## src/rtl/feng_ctl_pkg.sv

```systemverilog
// feng_ctl_pkg: shared state encoding and control-word bit positions for the F-engine sequencer
package feng_ctl_pkg;
    typedef enum logic [1:0] {
        IDLE  = 2'd0,
        ARMED = 2'd1,
        DELAY = 2'd2,
        FIRE  = 2'd3
    } state_t;
    localparam int ARM_BIT       = 0;
    localparam int SOFT_SYNC_BIT = 1;
    localparam int CLR_BIT       = 2;
    localparam int DISARM_BIT    = 3;
    localparam int OFFSET_LSB    = 16;
endpackage

```

## src/rtl/feng_ctl_sequencer_edge_det.sv

```systemverilog
// edge_det: per-bit rising-edge detector with a history register that resets high
//   i_clk  : clock
//   i_rst  : asynchronous active-high reset
//   i_d    : monitored bits
//   o_rise : high for bits that are 1 now and were 0 last cycle
module edge_det #(
    parameter int W = 1
) (
    input  logic         i_clk,
    input  logic         i_rst,
    input  logic [W-1:0] i_d,
    output logic [W-1:0] o_rise
);
    logic [W-1:0] r_prev;
    // History resets to all ones so levels already high at reset release produce no edge
    always_ff @(posedge i_clk or posedge i_rst)
        if (i_rst) r_prev <= '1;
        else       r_prev <= i_d;
    assign o_rise = i_d & ~r_prev;
endmodule

```

## src/rtl/feng_ctl_sequencer.sv

```systemverilog
// feng_ctl_sequencer: turns control-word commands and the external sync strobe into a delayed one-cycle sync pulse
//   user_clk   : sole clock
//   user_rst   : asynchronous active-high reset
//   ctl_word   : [0] arm, [1] soft_sync, [2] clr, [3] disarm, [31:16] sync offset
//   sync_in    : external sync strobe, any pulse width
//   sync_out   : one-cycle sync pulse to the datapath
//   armed      : high while waiting for sync or counting the offset
//   clr_pulse  : one-cycle status-clear strobe
//   sync_count : sync pulses since the last clear
//   state_out  : current FSM state
module feng_ctl_sequencer
    import feng_ctl_pkg::*;
#(
    parameter int OFFSET_WIDTH = 16
) (
    input  logic        user_clk,
    input  logic        user_rst,
    input  logic [31:0] ctl_word,
    input  logic        sync_in,
    output logic        sync_out,
    output logic        armed,
    output logic        clr_pulse,
    output logic [31:0] sync_count,
    output logic [1:0]  state_out
);
    logic [DISARM_BIT+1:0]   w_rise;
    logic                    w_arm, w_soft, w_clr, w_disarm, w_sync, w_fire, w_unused;
    logic [OFFSET_WIDTH-1:0] w_offset, w_cnt, r_cnt;
    state_t                  w_next, r_state;
    logic                    r_soft, r_sync_out, r_armed, r_clr_pulse;
    logic [31:0]             r_sync_count;

    edge_det #(.W(DISARM_BIT + 2)) u_edge_det (
        .i_clk  (user_clk),
        .i_rst  (user_rst),
        .i_d    ({sync_in, ctl_word[DISARM_BIT:ARM_BIT]}),
        .o_rise (w_rise)
    );

    assign w_arm    = w_rise[ARM_BIT];
    assign w_soft   = w_rise[SOFT_SYNC_BIT];
    assign w_clr    = w_rise[CLR_BIT];
    assign w_disarm = w_rise[DISARM_BIT];
    assign w_sync   = w_rise[DISARM_BIT+1];
    assign w_offset = ctl_word[OFFSET_LSB +: OFFSET_WIDTH];
    assign w_unused = ^ctl_word[OFFSET_LSB-1:DISARM_BIT+1];

    always_comb begin
        w_next = r_state;
        w_cnt  = r_cnt;
        case (r_state)
            IDLE: w_next = w_soft ? FIRE : w_arm ? ARMED : IDLE;
            ARMED: begin
                w_cnt  = w_sync ? w_offset : r_cnt;
                w_next = w_disarm ? IDLE : !w_sync ? ARMED : (w_offset == '0) ? FIRE : DELAY;
            end
            DELAY: begin
                w_cnt  = r_cnt - OFFSET_WIDTH'(1);
                w_next = w_disarm ? IDLE : (r_cnt == OFFSET_WIDTH'(1)) ? FIRE : DELAY;
            end
            default: w_next = IDLE;
        endcase
    end

    // Hardware-sync FIRE carries the pulse on entry; soft-sync FIRE is entered
    // from IDLE and emits its pulse as it leaves, one cycle later
    assign w_fire = (r_state == FIRE) ? r_soft : (r_state != IDLE && w_next == FIRE);

    always_ff @(posedge user_clk or posedge user_rst)
        if (user_rst) begin
            r_state      <= IDLE;
            r_cnt        <= '0;
            r_soft       <= 1'b0;
            r_sync_out   <= 1'b0;
            r_armed      <= 1'b0;
            r_clr_pulse  <= 1'b0;
            r_sync_count <= '0;
        end else begin
            r_state      <= w_next;
            r_cnt        <= w_cnt;
            r_soft       <= (r_state == IDLE) && w_soft;
            r_sync_out   <= w_fire;
            r_armed      <= (w_next == ARMED) || (w_next == DELAY);
            r_clr_pulse  <= w_clr;
            r_sync_count <= w_clr ? '0 : r_sync_count + 32'(w_fire);
        end

    assign sync_out   = r_sync_out;
    assign armed      = r_armed;
    assign clr_pulse  = r_clr_pulse;
    assign sync_count = r_sync_count;
    assign state_out  = r_state;
endmodule

```

## config.mk

```make
export PLATFORM = sky130hd
export DESIGN_NAME = feng_ctl_sequencer
export DESIGN_NICKNAME = d
export VERILOG_FILES = /design/src/rtl/feng_ctl_pkg.sv /design/src/rtl/feng_ctl_sequencer_edge_det.sv /design/src/rtl/feng_ctl_sequencer.sv
export SDC_FILE = /design/constraint.sdc
export NUM_CORES = 1
export LEC_CHECK = 0
export CAP_MARGIN = 20
export CORE_UTILIZATION = 50
export DETAILED_ROUTE_END_ITERATION = 12
export PLACE_DENSITY = 0.8
export SLEW_MARGIN = 30
export SYNTH_ARGS = -nofsm -noshare
export SYNTH_HDL_FRONTEND = slang
export SYNTH_SLANG_ARGS = --single-unit
```

## constraint.sdc

```tcl
create_clock -name user_clk -period 4.8 [get_ports user_clk]
set_clock_uncertainty 0.05 [all_clocks]
set_input_delay 0.96 -clock user_clk [delete_from_list [all_inputs] [get_ports user_clk]]
set_output_delay 0.96 -clock user_clk [all_outputs]
set_load 0.02 [all_outputs]
```

==> results of run 1 <==
-- synthesized netlist by cell type, drive strengths merged (6+ instances only) --
| master | n | share of area, % |
|---|---|---|
| nand4 | 11 | 2.5 |
| nor2 | 24 | 3.0 |
| nand3 | 13 | 2.2 |
| o31ai | 11 | 2.7 |
| dfrtp | 54 | 45 |
| or3 | 6 | 1.4 |
| nor4 | 13 | 2.9 |
| nand2 | 27 | 3.3 |
| o211ai | 9 | 2.2 |
| a21oi | 18 | 3.0 |
| xor2 | 7 | 2.0 |
| inv | 9 | 1.1 |
| and4 | 6 | 1.7 |
| nand2b | 6 | 1.2 |
| o21ai | 6 | 0.99 |
| or4 | 12 | 3.1 |
-- power groups by stage --
stage | logic [mW] | clock network (mW) | registers, mW
CTS | 0.354 | 0.411 | 0.692
detailed placement | 0.352 | 0 | 0.699
global placement | 0.336 | 0 | 0.693
floorplan | 0.220 | 0 | 0.694
global route | 0.390 | 0.434 | 0.710
finish | 0.350 | 0.406 | 0.695
-- worst paths after layout --
path | startpoint | to | slack (ns) | depth (start not counted)
min in group asynchronous | user_rst | r_cnt[0] | 0.98 | 2
min reg2reg | r_cnt[13] | r_cnt[13] | 0.45 | 1
max | ctl_word[24] | sync_count[24] | 0.73 | 13
max in group asynchronous | user_rst | sync_count[16] | 2.99 | 3
min | r_cnt[13] | r_cnt[13] | 0.45 | 1
max reg2reg | state_out[0] | sync_count[24] | 0.98 | 12
-- area by class of cell --
class / count / area, sq um / area share, %
multi-input combinational: 225 / 1470 / 37.9
tap: 72 / 90.1 / 2.32
inverter: 9 / 35.0 / 0.904
clock buffer: 16 / 170 / 4.39
sequential: 59 / 1480 / 38.3
timing repair buffer: 64 / 628 / 16.2
-- registers in the layout, summed over array words and instances, names as in the netlist --
register / count
r_soft: 1
u_edge_det.r_prev: 5
sync_count: 32
clr_pulse: 1
armed: 1
sync_out: 1
state_out: 2
r_cnt: 16
-- cell usage in the layout, fill, tap and decap left out, drive strengths merged, types with 2 or more instances in the layout --
cell type,n
nand2,27
o311ai,3
or3,6
dfstp,5
ha,5
a31o,2
o211ai,9
nand3,13
clkbuf,16
xnor2,5
and2,3
a311oi,4
nor3,5
or4,12
nand3b,3
nor2,24
and4,6
clkdlybuf4s50,59
o31ai,11
nand2b,6
inv,8
a211oi,4
xor2,7
o21ai,6
nor4,13
dfrtp,54
nand4,11
nor2b,2
buf,5
mux2i,3
a21oi,18
-- worst reg2reg max path, delay by kind of cell (launching register included) --
family | cells | cell delay, ns
AOI/OAI and AO/OA | 3 | 0.55
adders and majority gates | 2 | 0.46
DFF | 1 | 0.50
muxes | 1 | 0.15
and+or+nand+nor | 6 | 2.01
-- kinds of logic after synthesis --
| kind of cell | count (synthesis) | share of synthesized area (%) |
|---|---|---|
| AND/OR/NAND/NOR | 137 | 26.0 |
| AO/OA/AOI/OAI | 67 | 15.4 |
| flip-flops | 59 | 49.0 |
| buffers and inverters | 18 | 2.65 |
| XOR/XNOR | 12 | 3.47 |
| adder cells (fa/ha/maj) | 5 | 2.07 |
| multiplexers | 4 | 1.36 |
-- through the flow --
step	area (sq um)	total power, mW
finish	3870	1.45
global route	3870	1.53
CTS	3870	1.46
detailed placement	3700	1.05
global placement	3700	1.03
floorplan	3030	0.914
-- metal layers --
metal | track usage (%) | vias up
met3 | 3.54 | 15
li1 | - | 1290
met2 | 40.6 | 98
met4 | 10.7 | 0
met1 | 30.2 | 1342
met5 | 0 | -
==> out/qor.txt, run 1 <==
First-pass GRT wire length = 11.7 mm
RePlAce Congestion = 0.831
Syn Nets = 342
Syn avg cell area = 10.0 sq um
Via Count = 2745
Combinational Power Share = 24.1%
HP Class = register to register
Setup CP Type = primary input to register
Crit-path slowest cell = or4_1
Routed length per instance = 15.8 um
First-pass iteration count of the detailed router = 5
Placed cells = 429
Final Hold Viols = 0
Outcome = finished clean
Aggregate global routing overflow = 0
Post-route DRC = 0
Largest net degree at the start of global routing = 41
Delay-heaviest family, CP = simple AND/OR/NAND/NOR gates
Max-slew violation count = 0
Power Density = 374 nW/um^2
Die H = 79.8 um
Min Tclk post-route = 4.07 ns
Met2 WL = 3.56 mm
Number of synthesized register bits = 59
CTS H-tree lvls = 3
Fin util = 68.3%
Clock share of power = 28.0%
Sw power = 0.475 mW
Layout area overhead = 28.1%
Core area = 5680 sq um
Seq/Total Area, Yosys = 49.0%
Synth Flop Type = dfrtp_1
Critical path buffer and inverter count = 1
Clk sink count = 59
Place WS = 0.379 ns
Hold Buf Count CTS = 0
EDFF count, synth = 0
Antenna cell count = 0
Switching Share = 32.7%
Req. time, crit path = 4.99 ns
Post-route ant nets = 0
Hpwl dp = 4.91 mm
Clock-pin slew on the worst setup and hold paths = 0.07 ns
Asr flop ratio synth = 100%
Max_slew headroom = 38.6%
RSZ-0062 raised after global routing = false
Fill count = 444
Final setup violation count = 0
Internal power = 0.976 mW
Synth unique cells = 54
Post_cts resized = 0
Fmax = 0.246 GHz
Fin cells = 445
Initial antenna violation count = 0
Crit end category = register
Top Layer Used = met4
Total CTS buffers = 9
Worst VDD drop = 0.245 mV
Number of global-route vias before repair = 2534
Die width = 79.8 um
FP Rows = 27
IO Port Bufs = 59
Clock buffer depth = 2
Max Cap Viol = 0
Hold_ws = 0.453 ns
CP Data Arrival Time = 4.26 ns
Leak pwr = 1.52 nW
Worst Max-Slew Pin Slew = 0.921 ns
Root Buffer Master = clkbuf_8
Crit Path Max Fanout = 16
Met1 WL = 2.99 mm
IO Pins = 72
Initial DRC count = 180
Metal3 WL = 339 um
Total track usage = 23.9%
Layout Nets = 408
CP cell instances = clkdlybuf4s50_1 > nor4_1 > a41oi_1 > o32ai_1 > a31o_2 > ha_1 > mux2_2 > a22o_1 > ha_1 > nand4_1 > or3_4 > or4_1 > a21oi_1
Max stage delay on crit path = 0.49 ns
Synth Instances = 302
Post-synthesis cell area = 3030 sq um
Vias/cell = 6.17
Tcrit/Tclk final = 84.8%
Sequential Power Share = 47.9%
Setup TNS = 0 ns
Insertion delay of the later-clocked pin in the worst-skew pair = 0.33 ns
Critical Path Source Type = primary input
Final Routed Wirelength = 7.03 mm
Postcts setup bufs = 0
PnR worst setup slack = 0.728 ns
CTS tree = built
Layout cells sized above 1 = 8.58%
Synth warn = 0
Area of the die = 6370 sq um
Initial Util = 53.3%
Crit-path most repeated cell = ha_1
Power figures use the tool's default switching activity.
==> run 2, diff against run 1 <==
==> constraint.sdc (replaced) <==
create_clock -name user_clk -period 4.1 [get_ports user_clk]
set_clock_uncertainty 0.05 [all_clocks]
set_input_delay 0.82 -clock user_clk [delete_from_list [all_inputs] [get_ports user_clk]]
set_output_delay 0.82 -clock user_clk [all_outputs]
set_load 0.02 [all_outputs]
==> out/qor.txt, run 2 (synthesis results as in run 1) <==
Post-route ant nets = 0 (unchanged)
Aggregate global routing overflow = 0 (unchanged)
RePlAce Congestion = 0.829 (-0.24%)
Initial Util = 53.3% (unchanged)
Max-slew violation count = 0 (unchanged)
Sequential Power Share = 45.1% (-2.8 points)
Initial DRC count = 186 (+3.3%)
Die width = 79.8 um (unchanged)
Most frequent cells in the layout = 59 x clkdlybuf4s50_1, 54 x dfrtp_1, 27 x nand2_1
Vias/cell = 5.97 (-3.2%)
Post-placement cell area = 3760 sq um (+1.6%)
Layout Nets = 416 (+2.0%)
Layout area overhead = 31.3%
Clock share of power = 31.5% (+3.5 points)
Switching Share = 31.7% (-1.0 points)
Clock buffer depth = 2 (unchanged)
Post-route DRC = 0 (unchanged)
Via Count = 2704 (-1.5%)
Final Routed Wirelength = 7.15 mm (+1.6%)
CTS tree = built
Leak pwr = 1.57 nW (+3.8%)
Insertion delay of the later-clocked pin in the worst-skew pair = 0.34 ns (about the same)
Critical Path Source Type = primary input
Placed cells = 437 (+1.9%)
Root Buffer Master = clkbuf_8
Final Hold Viols = 0 (unchanged)
Leading cell type in the layout, fill and taps excluded = clkdlybuf4s50_1
Hold Buf Count CTS = 0 (unchanged)
Postcts setup bufs = 0 (unchanged)
First-pass GRT wire length = 11.9 mm (+1.8%)
Worst VDD drop = 0.329 mV (+34%)
Crit end category = register
Post_cts resized = 0 (unchanged)
Area of the die = 6370 sq um (unchanged)
Crit Path Max Fanout = 15 (-1)
Setup TNS = 0 ns (unchanged)
Design area = 3970 sq um (+2.5%)
Fin cells = 453 (+1.8%)
Clk sink count = 59 (unchanged)
Total CTS buffers = 9 (unchanged)
Max Cap Viol = 0 (unchanged)
Power Density = 455 nW/um^2 (+22%)
Fmax = 0.258 GHz
Internal power = 1.24 mW (+27%)
Total track usage = 24.6% (+0.66 points)
RSZ-0062 raised after global routing = false
CP Data Arrival Time = 4.07 ns (-0.19 ns)
Number of global-route vias before repair = 2487 (-1.9%)
Core area = 5680 sq um (unchanged)
Routed length per instance = 15.8 um (-0.19%)
IO Port Bufs = 59 (unchanged)
Min Tclk post-route = 3.87 ns
Largest net degree at the start of global routing = 42 (+2.4%)
Layout cells sized above 1 = 11.3% (+2.7 points)
Clock-pin slew on the worst setup and hold paths = 0.07 ns (about the same)
Outcome = finished clean
Worst Max-Slew Pin Slew = 0.667 ns (-0.253 ns)
Die H = 79.8 um (unchanged)
Fill count = 427 (-3.8%)
Antenna cell count = 0 (unchanged)
Tcrit/Tclk final = 94.4%
Final setup violation count = 0 (unchanged)
Max FFs per register = 32 (unchanged)
FP Rows = 27 (unchanged)
Combinational Power Share = 23.4% (-0.7 points)
Req. time, crit path = 4.30 ns (-0.69 ns)
Sw power = 0.574 mW (+21%)
Setup CP Type = primary input to register
CTS H-tree lvls = 3 (unchanged)
First-pass iteration count of the detailed router = 4 (-1)
Hpwl dp = 5.03 mm (+2.6%)
IO Pins = 72 (unchanged)
Max_slew headroom = 55.4% (+17 points)
Initial antenna violation count = 0 (unchanged)
HP Class = register to register
[run 2: cell count changes in the layout (fill, tap and decap cells not counted), sizes merged]
cell / delta
clkinvlp: +1
inv: +1
clkbuf: -5
bufinv: +2
buf: +8
clkinv: +1
[run 2: path summary, 6_finish.rpt]
check / from / to / slack [ns] / depth (start not counted)
max: ctl_word[25] / sync_count[26] / 0.23 / 13
max reg2reg: r_cnt[4] / sync_count[26] / 0.45 / 12
min reg2reg: r_cnt[11] / r_cnt[11] / 0.46 / 1
min: r_cnt[11] / r_cnt[11] / 0.46 / 1
max in group asynchronous: user_rst / u_edge_det.r_prev[2] / 2.37 / 3
min in group asynchronous: user_rst / r_cnt[2] / 0.74 / 2
[run 2: per-stage QoR]
step	worst slack [ns]	power, mW	hold WS (ns)	utilization, %
6_report	0.231	1.81	0.462	70.0
5_1_grt	0.0460	1.91	0.484	70.0
4_1_cts	0.229	1.82	0.463	70.0
3_5_place_dp	-0.137	1.24	0.450	66.3
3_3_place_gp	-0.0361	1.21	0.435	66.3
2_1_floorplan	0.656	1.07	0.410	-
[run 2: per-layer routing]
metal / routed length, um / global-route usage, % / vias to the layer above
met4: 78 / 7.14 / 0
met5: 0 / 0 / -
met1: 3130 / 31.6 / 1289
met2: 3580 / 40.9 / 88
li1: - / - / 1319
met3: 359 / 6.17 / 8
[run 2: critical path: stages]
cell and delay [ns]:
clkdlybuf4s50_1 0.42, nor4_1 0.32, a41oi_1 0.20, o32ai_1 0.16, a31o_2 0.17, ha_1 0.17, mux2_2 0.15, a22o_1 0.15
ha_1 0.27, nand4_1 0.15, or3_4 0.43, or4_1 0.49, a21oi_1 0.16
[run 2: layout make-up]
| type | instances | area [sq um] | area share, % |
|---|---|---|---|
| Clock buffer | 11 | 131 | 3.31 |
| Clock inverter | 5 | 77.6 | 1.95 |
| Inverter | 9 | 33.8 | 0.850 |
| Multi-Input combinational cell | 225 | 1470 | 37.0 |
| Sequential cell | 59 | 1480 | 37.3 |
| Tap cell | 72 | 90.1 | 2.27 |
| Timing Repair Buffer | 72 | 688 | 17.3 |
[run 2: power groups by stage]
stage          Combinational [mW]  Clock [mW]  Sequential (mW)
3_5_place_dp                0.428           0            0.816
3_3_place_gp                0.403           0            0.810
2_1_floorplan               0.258           0            0.813
5_1_grt                     0.465       0.614            0.833
4_1_cts                     0.426       0.580            0.810
6_report                    0.423       0.570            0.816
